<file path="src/rtl/jk_pkg.sv">
// Shared definitions for JK flip-flop checking: command codes, monitor FSM
// states and the reference next-state function.
package jk_pkg;

  // {j,k} command codes
  localparam logic [1:0] JK_HOLD = 2'b00;
  localparam logic [1:0] JK_RST  = 2'b01;
  localparam logic [1:0] JK_SET  = 2'b10;
  localparam logic [1:0] JK_TOG  = 2'b11;

  typedef enum logic [1:0] {
    UNSYNC = 2'd0,
    TRACK  = 2'd1,
    HALT   = 2'd2
  } mon_state_t;

  // Value a JK flip-flop takes at the next edge, given its current q.
  function automatic logic jk_next(input logic q, input logic j, input logic k);
    logic r;
    r = q;
    case ({j, k})
      JK_HOLD: r = q;
      JK_RST:  r = 1'b0;
      JK_SET:  r = 1'b1;
      JK_TOG:  r = ~q;
      default: r = q;
    endcase
    return r;
  endfunction

endpackage

</file>
<file path="src/rtl/jk_ff_monitor_sat_counter.sv">
// Saturating up-counter with synchronous clear; clear beats increment.
module sat_counter #(
  parameter int W = 8
) (
  input  logic         clk,
  input  logic         rst,
  input  logic         clr,
  input  logic         inc,
  output logic [W-1:0] cnt
);

  localparam logic [W-1:0] CNT_MAX = {W{1'b1}};

  logic [W-1:0] cnt_q;
  logic [W-1:0] cnt_d;

  // Next count: clear first, otherwise step unless already at the ceiling.
  always_comb begin
    cnt_d = cnt_q;
    if (clr) begin
      cnt_d = '0;
    end else if (inc && (cnt_q != CNT_MAX)) begin
      cnt_d = cnt_q + W'(1);
    end
  end

  // Count register.
  always_ff @(posedge clk) begin
    if (rst) begin
      cnt_q <= '0;
    end else begin
      cnt_q <= cnt_d;
    end
  end

  assign cnt = cnt_q;

endmodule

</file>
<file path="src/rtl/jk_ff_monitor.sv">
// Clocked checker for a JK flip-flop: syncs to a known q via SET/RESET,
// then predicts q every enabled edge and flags, counts and latches mismatches.
module jk_ff_monitor
  import jk_pkg::*;
#(
  parameter int CNT_W       = 8,
  parameter bit STOP_ON_ERR = 1'b0
) (
  input  logic             clk,
  input  logic             rst,
  input  logic             en,
  input  logic             clr,
  input  logic             j,
  input  logic             k,
  input  logic             q,
  output logic             synced,
  output logic             exp_q,
  output logic             mismatch,
  output logic             err_sticky,
  output logic             halted,
  output logic [CNT_W-1:0] toggle_cnt,
  output logic [CNT_W-1:0] mism_cnt
);

  mon_state_t state_q, state_d;
  logic       exp_q_q, exp_q_d;
  logic       chk_pend_q, chk_pend_d;
  logic       q_prev_q, q_prev_d;
  logic       mismatch_q, mismatch_d;
  logic       err_q, err_d;
  logic       tog_inc;
  logic       mism_inc;
  logic [1:0] jk_cmd;
  logic       miss;

  assign jk_cmd = {j, k};
  // Only a pending check may compare; the first edge after sync or after
  // an en=0 gap merely re-predicts.
  assign miss   = chk_pend_q && (q != exp_q_q);

  // Next-state and per-edge bookkeeping; all outputs come from registers.
  always_comb begin
    state_d    = state_q;
    exp_q_d    = exp_q_q;
    chk_pend_d = chk_pend_q;
    q_prev_d   = q_prev_q;
    mismatch_d = 1'b0;
    err_d      = err_q;
    tog_inc    = 1'b0;
    mism_inc   = 1'b0;

    if (!en) begin
      chk_pend_d = 1'b0;
    end else begin
      case (state_q)
        UNSYNC: begin
          // The flop has no reset, so only SET or RESET give a known q.
          if (jk_cmd == JK_SET || jk_cmd == JK_RST) begin
            exp_q_d    = j;
            q_prev_d   = j;
            chk_pend_d = 1'b1;
            state_d    = TRACK;
          end
        end
        TRACK: begin
          if (miss) begin
            mismatch_d = 1'b1;
            mism_inc   = 1'b1;
            err_d      = 1'b1;
            if (STOP_ON_ERR) begin
              state_d = HALT;
            end
          end
          tog_inc    = (q != q_prev_q);
          q_prev_d   = q;
          // Re-base on the observed q so a single fault yields one mismatch.
          exp_q_d    = jk_next(q, j, k);
          chk_pend_d = 1'b1;
        end
        HALT: begin
          // Frozen until reset.
        end
        default: begin
          state_d = UNSYNC;
        end
      endcase
    end

    if (clr) begin
      err_d = 1'b0;
    end
  end

  // State and flag registers.
  always_ff @(posedge clk) begin
    if (rst) begin
      state_q    <= UNSYNC;
      exp_q_q    <= 1'b0;
      chk_pend_q <= 1'b0;
      q_prev_q   <= 1'b0;
      mismatch_q <= 1'b0;
      err_q      <= 1'b0;
    end else begin
      state_q    <= state_d;
      exp_q_q    <= exp_q_d;
      chk_pend_q <= chk_pend_d;
      q_prev_q   <= q_prev_d;
      mismatch_q <= mismatch_d;
      err_q      <= err_d;
    end
  end

  sat_counter #(.W(CNT_W)) u_toggle_cnt (
    .clk (clk),
    .rst (rst),
    .clr (clr),
    .inc (tog_inc),
    .cnt (toggle_cnt)
  );

  sat_counter #(.W(CNT_W)) u_mism_cnt (
    .clk (clk),
    .rst (rst),
    .clr (clr),
    .inc (mism_inc),
    .cnt (mism_cnt)
  );

  assign synced     = (state_q != UNSYNC);
  assign halted     = (state_q == HALT);
  assign exp_q      = exp_q_q;
  assign mismatch   = mismatch_q;
  assign err_sticky = err_q;

endmodule

</file>
<file path="config.mk">
export PLATFORM = sky130hd
export DESIGN_NAME = jk_ff_monitor
export DESIGN_NICKNAME = d
export VERILOG_FILES = /design/src/rtl/jk_pkg.sv /design/src/rtl/jk_ff_monitor_sat_counter.sv /design/src/rtl/jk_ff_monitor.sv
export SDC_FILE = /design/constraint.sdc
export NUM_CORES = 1
export LEC_CHECK = 0
export CORE_UTILIZATION = 49
export CTS_BUF_LIST = sky130_fd_sc_hd__clkbuf_8
export DETAILED_ROUTE_END_ITERATION = 8
export PLACE_DENSITY = 0.85
export SETUP_SLACK_MARGIN = 0.3
export SLEW_MARGIN = 20
export SYNTH_ARGS = -nofsm -noshare
export SYNTH_HDL_FRONTEND = slang
export SYNTH_SLANG_ARGS = --single-unit
export TNS_END_PERCENT = 30
</file>
<file path="constraint.sdc">
create_clock -name clk -period 1.7 [get_ports clk]
set_clock_uncertainty 0.15 [all_clocks]
set_input_delay 0.34 -clock clk [delete_from_list [all_inputs] [get_ports clk]]
set_output_delay 0.34 -clock clk [all_outputs]
set_load 0.05 [all_outputs]
</file>
==> results.py, run 1 <==
metrics = {
    "status": {
        "outcome": "stopped before the end",
        "haltStage": "5_1_grt",
        "tool.error": "[ERROR DPL-0038] Utilization greater than 100%, impossible to legalize",
    },
    "synthesis": {
        "async_flop_share_pct": 0,
        "syn-cell-area_um2": 1050,
        "synth_cell_types": 38,
        "ys_seq_elements": 22,
        "ys_top_cells_by_area": "dfxtp_1, a21oi_1, o21ai_0",
        "yosysWarnings": 0,
        "syn_inst": 123,
        "synth_top_area_share_pct": 41.9,
        "synth_top_cell_by_area": "dfxtp_1",
        "yosysSeqAreaShare_pct": 41.9,
        "ys.flop_type": "dfxtp_1",
        "synth_fp_nets": 132,
        "synth_edf_count": 0,
        "syn_avg_cell_area_um2": 8.55,
    },
    "cts": {
        "cts_max_path_buffers": 2,
        "cts_htree_levels": 1,
        "cts.sinks": 22,
        "clock-root-buffer": "clkbuf_8",
        "cts_buffers": 3,
        "holdBufCountCts": 0,
    },
    "place": {
        "port_buffers": 26,
        "place_ws_ns": -0.569,
        "dp_hpwl_um": 2230,
        "gp_congestion": 0.882,
        "dpl.cell_count": 185,
    },
    "die": {
        "die_h_um": 48.3,
        "die_w_um": 48.3,
        "io_pins": 28,
        "initial_core_util_pct": 53.1,
        "rows": 16,
    },
    "timing": {
        "worst_endpoint": "u_toggle_cnt.cnt[7]$_SDFFE_PP0P_/D",
        "worst_endpoint_kind": "sequential cell input",
    },
    "global_routing": {
        "grt_max_degree": 13,
    },
}
==> synthesized netlist by cell type, types with 2 or more instances <==
library cell and instances:
inv_1 6, o21ai_0 8, o211ai_1 2, ha_1 2
and4_1 3, nor2_1 7, clkbuf_1 3, nand2_1 8
dfxtp_1 22, o31ai_1 4, or3_1 5, xor2_1 4
o41ai_1 2, nand3_1 6, a21oi_1 13, and2_1 2
or4_1 4, buf_2 2
==> logic make-up after synthesis <==
kind of cell	synth area share, %
AO/OA/AOI/OAI	22.4
XOR/XNOR	3.33
adder cells (fa/ha/maj)	2.38
buffers and inverters	4.88
flip-flops	41.9
multiplexers	0.951
other	0.356
AND/OR/NAND/NOR	23.9
==> metrics by stage <==
stage	utilization, %	hold WS [ns]	cell area, um2
2_1_floorplan	-	0.253	1110
3_3_place_gp	84.3	0.339	1670
3_5_place_dp	84.3	0.348	1670
4_1_cts	95.7	0.279	1900
==> what timing repair did <==
action                     CTS
setup endpoints to repair   24
gates cloned                 1
pin swaps                   14
resized for setup           25
buffers inserted            12
==> inputs of run 2 (changes only) <==
- CORE_AREA: unset -> 2 2 63 65
- CORE_UTILIZATION: 49 -> unset
- CTS_BUF_LIST: sky130_fd_sc_hd__clkbuf_8 -> unset
- DIE_AREA: unset -> 0 0 65 67
- PLACE_DENSITY: 0.85 -> unset
- PLACE_DENSITY_LB_ADDON: unset -> 0.15
- SETUP_SLACK_MARGIN: 0.3 -> unset
==> run 2 against run 1 <==
The run now ends clean. Synthesized cell count unchanged. Area after synthesis unchanged.
==> results.py, run 2 <==
metrics = {
    "status": {
        "outcome": "finished clean",
    },
    "power_and_ir_drop": {
        "powerDensity_nw_per_um2": 570,
        "pwr-share-seq_pct": 50.0,
        "pwr-share-clk_pct": 36.3,
        "swShare_pct": 24.5,
        "ir_worst_vdd_mv": 0.274,
        "switching_power_uw": 259,
        "p_comb_share_pct": 13.7,
        "power.leakage_nw": 0.690,
        "cellInternalPower_uw": 799,
    },
    "critical_path": {
        "cp.arrival_ns": 1.68,
        "crit_chain": "and4_1 -> and2_1 -> or4_4 -> a21oi_2",
        "cp_max_fo": 5,
        "crit_type": "reg2reg",
        "crit_path_top_delay_cell": "or4_4",
        "startpoint_type": "register",
        "critical_path.endpoint_type": "register",
        "endpoint": "u_mism_cnt.cnt[4]",
        "cpPeakStageDelay_ns": 0.49,
        "crit_required_ns": 1.75,
        "regToRegEndpoint": "u_mism_cnt.cnt[4]",
        "r2r_slack_ns": 0.07,
        "regToRegStartpoint": "u_mism_cnt.cnt[5]",
        "crit_family": "simple AND/OR/NAND/NOR gates",
        "path_depth": 4,
        "r2r_cells": 4,
        "crit_start": "u_mism_cnt.cnt[5]",
        "path_buf_inv": 0,
    },
    "timing": {
        "setup_viol": 0,
        "fmax_ghz": 0.613,
        "final_max_slew_viol_count": 0,
        "hold_viol_final": 0,
        "fin_crit_sh_pct": 95.9,
        "fin_crit_ns": 1.63,
        "rsz0062_at_grt": "no",
        "timing.hold.ws_ns": 0.239,
    },
    "synthesis": {
        "ys.flop_type": "dfxtp_1",
        "synthAdderAreaFrac_pct": 2.38,
        "synth-simple-area-share_pct": 23.9,
        "synth_top_area_share_pct": 41.9,
        "synth_top_cell_by_area": "dfxtp_1",
        "synth_edf_count": 0,
        "synth-xor-area-share_pct": 3.33,
        "synthMuxAreaShare_pct": 0.951,
        "async_flop_share_pct": 0,
        "yosysSeqAreaShare_pct": 41.9,
        "synth-compound-area-share_pct": 22.4,
        "syn_inst": 123,
        "synth_top_family_by_area": "simple AND/OR/NAND/NOR gates",
        "ys_top_cells_by_area": "dfxtp_1, a21oi_1, o21ai_0",
        "syn_avg_cell_area_um2": 8.55,
        "ys_top_cells_by_count": "dfxtp_1, a21oi_1, nand2_1, o21ai_0, nor2_1",
        "yosysWarnings": 0,
        "synth_cell_types": 38,
        "yosysMostFrequentCell": "dfxtp_1",
        "syn-cell-area_um2": 1050,
        "synth_fp_nets": 132,
        "ys_seq_elements": 22,
    },
    "cells_and_area": {
        "fillers": 357,
        "nets": 180,
        "utilization_pct": 51.5,
        "drive_gt1_share_pct": 45.9,
        "syn_to_final_growth_pct": 76.5,
        "antenna_cells": 0,
        "layout_common_cells": "buf_4, buf_12, dfxtp_2",
        "final_common_cell": "buf_4",
    },
    "die": {
        "dieArea_um2": 4360,
        "coreArea_um2": 3610,
        "io_pins": 28,
        "die_w_um": 65,
        "rows": 22,
        "initial_core_util_pct": 29.2,
        "die_h_um": 67,
    },
    "cts": {
        "cts_tree": "done",
        "path_clk_slew_ns": 0.08,
        "cts_max_path_buffers": 2,
        "cts_buffers": 3,
        "cts.sinks": 22,
        "cts_htree_levels": 1,
        "clk-insertion-delay-late_ns": 0.26,
        "clock-root-buffer": "clkbuf_8",
    },
    "global_routing": {
        "grt_max_degree": 13,
        "antenna_found_initial": 0,
        "grt_pass1_wl_um": 4730,
        "track_usage_pct": 13.9,
        "grt_pass1_vias": 1028,
        "overflow": 0,
    },
    "drt": {
        "drc": 0,
        "dr_total_vias": 1082,
        "drt_iter0_drc": 57,
        "ant_nets": 0,
        "viasPerCell": 4.96,
        "wirelength_um": 2800,
        "wl_per_cell_um": 12.8,
        "first_pass_iters": 4,
    },
    "job": {
        "maxCapViolCount": 0,
    },
    "place": {
        "port_buffers": 26,
        "dp_hpwl_um": 2020,
        "gp_congestion": 0.790,
    },
    "worst_hold_path": {
        "holdPathStages": 3,
        "hold_class": "in2reg",
    },
}
## run 2: cell counts after synthesis
Identical to the previous run, type by type.
## run 2: through the flow
step,power [mW],cells,area (um2),setup slack [ns],TNS (ns)
after floorplan,0.603,123,1080,-0.0438,-0.120
after global placement,0.675,211,1720,-0.513,-5.80
after detailed placement,0.676,211,1720,-0.602,-6.25
after CTS,1.06,217,1810,0.0144,0
after global routing,1.10,218,1860,0.00305,0
final,1.06,218,1860,0.0690,0
## run 2: area by class of cell
type | count | area, um2 | share of cell area, %
timing repair buffer | 49 | 628 | 33.8
sequential | 22 | 465 | 25.1
inverter | 6 | 22.5 | 1.21
multi-input combinational | 89 | 626 | 33.7
tap | 48 | 60.1 | 3.23
clock buffer | 4 | 55.1 | 2.96
## run 2: how the worst min path moves through the flow
| stage | slack [ns] | endpoint | from |
|---|---|---|---|
| finish | 0.24 | q_prev_q | q |
| global route | 0.28 | q_prev_q | q |
| CTS | 0.35 | err_sticky | err_sticky |
| detailed placement | 0.34 | err_sticky | err_sticky |
| global placement | 0.33 | err_sticky | err_sticky |
| floorplan | 0.25 | state_q[0] | rst |
## run 2: timing repair
| item | CTS | global route |
|---|---|---|
| pin swaps | 4 | 5 |
| gates cloned | 1 | 0 |
| setup endpoints to repair | 13 | 9 |
| hold buffers | 0 | 0 |
| setup buffers | 1 | 1 |
| hold endpoints to repair | 0 | 0 |
| gates resized for setup | 9 | 11 |
## run 2: worst reg2reg max path, stage by stage, from the launching register on
cell and delay, ns:
dfxtp_2 0.36, and4_1 0.25, and2_1 0.20, or4_4 0.49, a21oi_2 0.12
## run 2: cells by family after synthesis
family / Yosys count
adders and majority gates: 2
muxes: 1
buffers and inverters: 12
xor gates and xnor gates: 4
other: 1
and+or+nand+nor: 44
DFF: 22
AOI/OAI and AO/OA: 37
## run 2: power groups by stage
stage / registers [mW] / clock network [mW] / logic [mW]
2_1_floorplan: 0.558 / 0 / 0.0453
3_3_place_gp: 0.538 / 0 / 0.136
3_5_place_dp: 0.539 / 0 / 0.137
4_1_cts: 0.528 / 0.391 / 0.144
5_1_grt: 0.531 / 0.411 / 0.157
6_report: 0.529 / 0.384 / 0.145
## run 2: layer usage
| metal | up-vias | GRT usage [%] | wire length [um] |
|---|---|---|---|
| met1 | 508 | 18.5 | 1240 |
| met3 | 4 | 2.70 | 115 |
| li1 | 551 | - | - |
| met5 | - | 0 | 0 |
| met2 | 19 | 22.4 | 1410 |
| met4 | 0 | 4.79 | 33 |
Note: power is estimated with default switching activity, not from simulation.
